<file path="config.mk">
export PLATFORM = sky130hd
export DESIGN_NAME = photon_event_tagger
export DESIGN_NICKNAME = d
export VERILOG_FILES = /design/src/rtl/pando_tagger_pkg.sv /design/src/rtl/tag_sync_fifo.sv /design/src/rtl/photon_event_tagger.sv
export SDC_FILE = /design/constraint.sdc
export NUM_CORES = 1
export LEC_CHECK = 0
export BUFFER_PORTS_ARGS = -buffer_cell sky130_fd_sc_hd__clkbuf_2
export CORE_ASPECT_RATIO = 1.4
export CORE_MARGIN = 1
export CORE_UTILIZATION = 61
export CTS_CLUSTER_DIAMETER = 50
export DETAILED_ROUTE_END_ITERATION = 8
export PLACE_DENSITY = 0.79
export SYNTH_ARGS = -nofsm -noshare
export SYNTH_HDL_FRONTEND = slang
export SYNTH_SLANG_ARGS = --single-unit
</file>
<file path="constraint.sdc">
create_clock -name clk -period 8.7 [get_ports clk]
set_input_delay 1.305 -clock clk [delete_from_list [all_inputs] [get_ports clk]]
set_output_delay 1.305 -clock clk [all_outputs]
set_load 0.05 [all_outputs]
</file>
<file path="src/rtl/pando_tagger_pkg.sv">
// Shared definitions for photon_event_tagger: widths, entry field offsets, channel states, clog2.
package pando_tagger_pkg;

    localparam int TS_WIDTH_DEF   = 64;
    localparam int DROP_CNT_WIDTH = 16;
    localparam int ENTRY_TS_LSB   = 0;

    typedef enum logic {
        CH_READY   = 1'b0,
        CH_HOLDOFF = 1'b1
    } ch_state_t;

    // FIFO entries are packed {mask, timestamp}; the mask sits directly above the timestamp.
    function automatic int entry_mask_lsb(input int ts_width);
        return ENTRY_TS_LSB + ts_width;
    endfunction

    function automatic int clog2(input int value);
        int r;
        r = 0;
        for (int v = value - 1; v > 0; v = v >> 1) begin
            r++;
        end
        return r;
    endfunction

endpackage

</file>
<file path="src/rtl/tag_sync_fifo.sv">
// Synchronous show-ahead FIFO; the head entry is visible on rd_data whenever level is non-zero.
module tag_sync_fifo
    import pando_tagger_pkg::*;
#(
    parameter int WIDTH = 68,
    parameter int DEPTH = 16
) (
    input  logic                  clk,
    input  logic                  reset,
    input  logic                  wr_en,
    input  logic [WIDTH-1:0]      wr_data,
    input  logic                  rd_en,
    output logic [WIDTH-1:0]      rd_data,
    output logic [clog2(DEPTH):0] level
);

    localparam int AW = clog2(DEPTH);
    localparam logic [AW:0] FULL_LEVEL = (AW+1)'(DEPTH);

    logic [WIDTH-1:0] mem [DEPTH];
    logic [AW-1:0]    wr_ptr;
    logic [AW-1:0]    rd_ptr;
    logic             do_rd;
    logic             do_wr;

    assign do_rd = rd_en && (level != '0);
    // When full, a write is only accepted if the same edge frees the head slot.
    assign do_wr = wr_en && ((level != FULL_LEVEL) || do_rd);

    always_ff @(posedge clk) begin
        if (do_wr) begin
            mem[wr_ptr] <= wr_data;
        end
    end

    always_ff @(posedge clk) begin
        if (reset) begin
            wr_ptr <= '0;
            rd_ptr <= '0;
            level  <= '0;
        end else begin
            if (do_wr) begin
                wr_ptr <= wr_ptr + AW'(1);
            end
            if (do_rd) begin
                rd_ptr <= rd_ptr + AW'(1);
            end
            case ({do_wr, do_rd})
                2'b10:   level <= level + (AW+1)'(1);
                2'b01:   level <= level - (AW+1)'(1);
                default: level <= level;
            endcase
        end
    end

    assign rd_data = (level != '0) ? mem[rd_ptr] : '0;

endmodule

</file>
<file path="src/rtl/photon_event_tagger.sv">
// Synchronises detector inputs, tags rising edges with the timestamp and buffers them for the packetiser.
// Optional per-channel holdoff is built when TAGGER_DEADTIME_EN is defined.
//
// state      | meaning
// CH_READY   | channel accepts the next qualified edge
// CH_HOLDOFF | channel masked until its down-counter expires
module photon_event_tagger
    import pando_tagger_pkg::*;
#(
    parameter int NUM_CHANNELS    = 4,
    parameter int TS_WIDTH        = TS_WIDTH_DEF,
    parameter int FIFO_DEPTH      = 16,
    parameter int DEADTIME_CYCLES = 8
) (
    input  logic                       clk,
    input  logic                       reset,
    input  logic                       run,
    input  logic [TS_WIDTH-1:0]        timestamp,
    input  logic [NUM_CHANNELS-1:0]    det_in,
    output logic                       m_valid,
    input  logic                       m_ready,
    output logic [NUM_CHANNELS-1:0]    m_mask,
    output logic [TS_WIDTH-1:0]        m_timestamp,
    output logic [clog2(FIFO_DEPTH):0] fifo_level,
    output logic [DROP_CNT_WIDTH-1:0]  drop_count
);

    localparam int LW       = clog2(FIFO_DEPTH) + 1;
    localparam int EW       = NUM_CHANNELS + TS_WIDTH;
    localparam int MASK_LSB = entry_mask_lsb(TS_WIDTH);

    if (NUM_CHANNELS < 1 || NUM_CHANNELS > 8) begin : g_bad_channels
        $error("photon_event_tagger: NUM_CHANNELS must be 1..8");
    end
    if (FIFO_DEPTH < 4 || (FIFO_DEPTH & (FIFO_DEPTH - 1)) != 0) begin : g_bad_depth
        $error("photon_event_tagger: FIFO_DEPTH must be a power of two >= 4");
    end
    if (DEADTIME_CYCLES < 1) begin : g_bad_deadtime
        $error("photon_event_tagger: DEADTIME_CYCLES must be >= 1");
    end

    logic [NUM_CHANNELS-1:0] s1;
    logic [NUM_CHANNELS-1:0] s2;
    logic [NUM_CHANNELS-1:0] s3;
    logic [NUM_CHANNELS-1:0] hit_q;
    logic [NUM_CHANNELS-1:0] hit;
    logic                    run_q;

    always_ff @(posedge clk) begin
        if (reset) begin
            s1    <= '0;
            s2    <= '0;
            s3    <= '0;
            hit_q <= '0;
            run_q <= 1'b0;
        end else begin
            s1    <= det_in;
            s2    <= s1;
            s3    <= s2;
            hit_q <= s2 & ~s3 & {NUM_CHANNELS{run}};
            run_q <= run;
        end
    end

`ifdef TAGGER_DEADTIME_EN
    localparam int CW = clog2(DEADTIME_CYCLES + 1);

    ch_state_t     state      [NUM_CHANNELS];
    ch_state_t     state_next [NUM_CHANNELS];
    logic [CW-1:0] cnt        [NUM_CHANNELS];
    logic [CW-1:0] cnt_next   [NUM_CHANNELS];

    always_ff @(posedge clk) begin
        if (reset) begin
            for (int i = 0; i < NUM_CHANNELS; i++) begin
                state[i] <= CH_READY;
                cnt[i]   <= '0;
            end
        end else begin
            for (int i = 0; i < NUM_CHANNELS; i++) begin
                state[i] <= state_next[i];
                cnt[i]   <= cnt_next[i];
            end
        end
    end

    // The hit cycle itself counts as the first holdoff cycle, so successive tags
    // on one channel are at least DEADTIME_CYCLES apart.
    always_comb begin
        hit = '0;
        for (int i = 0; i < NUM_CHANNELS; i++) begin
            state_next[i] = state[i];
            cnt_next[i]   = cnt[i];
            if (!run) begin
                state_next[i] = CH_READY;
                cnt_next[i]   = '0;
            end else begin
                case (state[i])
                    CH_READY: begin
                        if (hit_q[i]) begin
                            hit[i]        = 1'b1;
                            state_next[i] = CH_HOLDOFF;
                            cnt_next[i]   = CW'(DEADTIME_CYCLES - 1);
                        end
                    end
                    CH_HOLDOFF: begin
                        cnt_next[i] = cnt[i] - CW'(1);
                        if (cnt[i] <= CW'(1)) begin
                            state_next[i] = CH_READY;
                            cnt_next[i]   = '0;
                        end
                    end
                    default: state_next[i] = CH_READY;
                endcase
            end
        end
    end
`else
    assign hit = hit_q & {NUM_CHANNELS{run}};
`endif

    logic          any_hit;
    logic          full;
    logic          pop;
    logic          drop;
    logic [EW-1:0] wr_data;
    logic [EW-1:0] rd_data;

    assign any_hit = |hit;
    assign full    = (fifo_level == LW'(FIFO_DEPTH));
    assign pop     = m_valid & m_ready;
    assign drop    = any_hit & full & ~pop;
    assign wr_data = {hit, timestamp};

    always_ff @(posedge clk) begin
        if (reset) begin
            drop_count <= '0;
        end else if (run && !run_q) begin
            drop_count <= '0;
        end else if (drop && (drop_count != '1)) begin
            drop_count <= drop_count + DROP_CNT_WIDTH'(1);
        end
    end

    tag_sync_fifo #(
        .WIDTH (EW),
        .DEPTH (FIFO_DEPTH)
    ) u_fifo (
        .clk     (clk),
        .reset   (reset),
        .wr_en   (any_hit),
        .wr_data (wr_data),
        .rd_en   (m_ready),
        .rd_data (rd_data),
        .level   (fifo_level)
    );

    assign m_valid     = (fifo_level != '0);
    assign m_mask      = rd_data[MASK_LSB +: NUM_CHANNELS];
    assign m_timestamp = rd_data[ENTRY_TS_LSB +: TS_WIDTH];

endmodule

</file>
==> impl_metrics.py <==
metrics = {
    "clocking": {
        "clock_latency_ps": 680,
        "cts_made_buffers": 103,
        "h-tree-depth": 3,
        "cts-root-buf": "clkbuf_16",
        "path_clk_slew_ps": 60,
        "hold_buffers": 0,
        "cts_tree": "built",
        "cts_setup_buffers": 0,
        "clockBufferDepth": 3,
        "cts_resized": 0,
        "cts_sinks": 1138,
    },
    "synthesis": {
        "synthesis.area_mm2": 0.0435,
        "syn_inst": 1998,
        "synth_adder_area_share_pct": 0.287,
        "ys_seq_elements": 1138,
        "synth_sequential_area_ratio_pct": 77.4,
        "synth_edf_count": 1088,
        "synthMuxAreaShare_pct": 16.1,
        "synth-simple-area-share_pct": 1.76,
        "synth.net_count": 2080,
        "ys.flop_type": "edfxtp_1",
        "synth_compound_area_share_pct": 3.04,
        "synth.top_cell.area_share_pct": 75.1,
        "synth_top_family_by_area": "multiplexers",
        "synthArstFlopShare_pct": 0,
        "yosysTopAreaCell": "edfxtp_1",
        "yosys.area_share.xor_xnor_pct": 0.181,
        "yosysMostFrequentCell": "edfxtp_1",
        "syn_avg_cell_area_um2": 21.8,
        "synth_area_leaders": "edfxtp_1, mux4_2, mux2i_1",
        "ys_types": 58,
        "synth_common_cells": "edfxtp_1, mux4_2, mux2i_1, dfxtp_1, a22oi_1",
        "yosys_warnings": 0,
    },
    "run_status": {
        "status": "finished clean",
    },
    "timing": {
        "setup_viol": 0,
        "fin_ws_ps": 3280,
        "maxSlewViolCount": 0,
        "holdWs_ps": 394,
        "fmax_mhz": 184,
        "clock_skew_ps": 30.8,
        "setup_tns_ps": 0,
        "hold_viol": 0,
        "maxSlewHeadroom_pct": 25.2,
        "rsz0062_at_grt": "no",
        "min_period_ps": 5420,
        "finalCritPeriodShare_pct": 62.3,
        "worst_pin_slew_ps": 1120,
    },
    "critical_path": {
        "end_kind": "output pin",
        "r2r-end": "u_fifo.mem[12][20]",
        "worstPathMaxFanout": 53,
        "startpoint_type": "flip-flop",
        "r2r_cells": 5,
        "r2r_slack_ps": 4790,
        "reg2reg_from": "u_fifo.level[4]",
        "setup.worst_path.class": "flip-flop to output pin",
        "required_ps": 7390,
        "worstPathArrival_ps": 4120,
    },
    "drt": {
        "antenna_left": 0,
        "wl_per_cell_um": 30.9,
        "via_per_inst": 6.75,
        "drt_iter0_markers": 2260,
        "drc": 0,
        "dr.pass1.iters": 8,
        "wirelength_um": 99500,
        "num_vias": 21700,
    },
    "floorplan": {
        "io_pins": 162,
        "core_mm2": 0.0704,
        "die_h_um": 318,
        "die_x_um": 228,
        "rows": 115,
        "dieArea_mm2": 0.0724,
        "start_util_pct": 61.9,
    },
    "finish": {
        "nets": 2277,
        "drive_above_1_share_pct": 28.5,
        "area_delta_synth_final_pct": 13.1,
    },
    "global_route": {
        "grt_pass1_wl_um": 146000,
        "overflow": 0,
        "grt.total_usage_pct": 27.8,
        "grt_util_met3_pct": 4.64,
        "grtUsageMet1_pct": 35.2,
        "grt.busiest_layer": "met2",
        "grt_util_met2_pct": 47.6,
        "grt_antenna_before_repair": 10,
        "grt_pass1_vias": 22700,
        "grt_max_degree": 121,
    },
    "pwr": {
        "ir_drop_mv": 0.262,
        "p_per_area_mw_per_mm2": 264,
        "leakage_nw": 15.8,
    },
    "hold_path": {
        "min_path_cells": 1,
        "hp-class": "flip-flop to flip-flop",
        "hold_end": "hit_q[0]",
        "hp-start": "s3[0]",
    },
    "place": {
        "dpl_worst_slack_ps": 3920,
        "place_congestion": 0.777,
        "place_hpwl_um": 48700,
        "io_buffers": 161,
    },
    "run": {
        "max_cap_violations": 0,
    },
}
-- placed cells by master, fill, tap and decap left out, drive strengths merged, types with 5 or more instances in the layout --
master and count:
nand3 9, o31ai 6, bufinv 21, nand2 20, clkinvlp 15, o21ai 32
or4 8, nor3 8, nor4 10, a21oi 17, edfxtp 1088, a22oi 48
mux2i 144, nor3b 5, nor2 29, ha 10, dfxtp 50, diode 7
nor2b 15, clkinv 33, mux4 248, nand2b 9, and2 6, xor2 6
buf 39, nand4 5, inv 19, o22ai 44, clkbuf 278, a32oi 24
-- power by group --
group / total (W) / switching (W) / internal [W]
logic: 0.00209 / 0.00147 / 0.000621
registers: 0.00605 / 0.0000441 / 0.00601
clock network: 0.00484 / 0.00200 / 0.00284
total: 0.0130 / 0.00351 / 0.00947
-- state kept, by name (all words and copies together) (netlist names), named ones only --
signal / flops
u_fifo.mem: 1088
drop_count: 16
u_fifo.level: 5
hit_q: 4
s1: 4
s2: 4
s3: 4
u_fifo.rd_ptr: 4
u_fifo.wr_ptr: 4
run_q: 1
-- area by class of cell --
cell class	count	area, um2
clock inverters	74	983
inverters	14	57.6
clock buffers	117	2660
well taps	936	1170
flip-flops and latches	1138	33700
diodes	7	17.5
multi-input cells	738	9490
repair buffers	200	1160
fillers	4028	21100
-- worst max path at each step --
stage	to	slack [ps]	cells past startpoint
after detailed placement	u_fifo.mem[12][52]	3920	6
final	m_timestamp[24]	3280	6
after global placement	m_timestamp[38]	4080	6
after floorplan	u_fifo.mem[0][0]	1570	4
after CTS	m_timestamp[38]	3230	6
after global routing	m_timestamp[5]	3120	6
-- metrics by stage --
stage	utilization [%]	instances	power [W]	instance area (um2)
detailed placement	64.7	3026	0.00825	45600
global route	69.9	3222	0.0133	49200
CTS	69.9	3217	0.0130	49200
global placement	64.7	3026	0.00822	45600
floorplan	-	1998	0.00765	43500
finish	70.0	3224	0.0130	49200
-- metal layers --
metal,part of all wire [%],vias to the layer above
met3,8.0,262
met5,0.045,-
met4,3.9,6
li1,-,8850
met1,36,11300
met2,52,1298
-- kinds of logic after synthesis --
logic type,after synthesis
and+or+nand+nor,135
xor gates and xnor gates,9
muxes,392
DFF,1138
adders and majority gates,10
buffers and inverters,122
AOI/OAI and AO/OA,192
-- worst max-delay path: stages (launching register included) --
cell      delay, ps
dfxtp_4         890
buf_4           610
buf_4           660
mux4_2          330
a22oi_1          60
o21ai_0         460
clkbuf_2        380
Note: power is estimated with default switching activity, not from simulation.
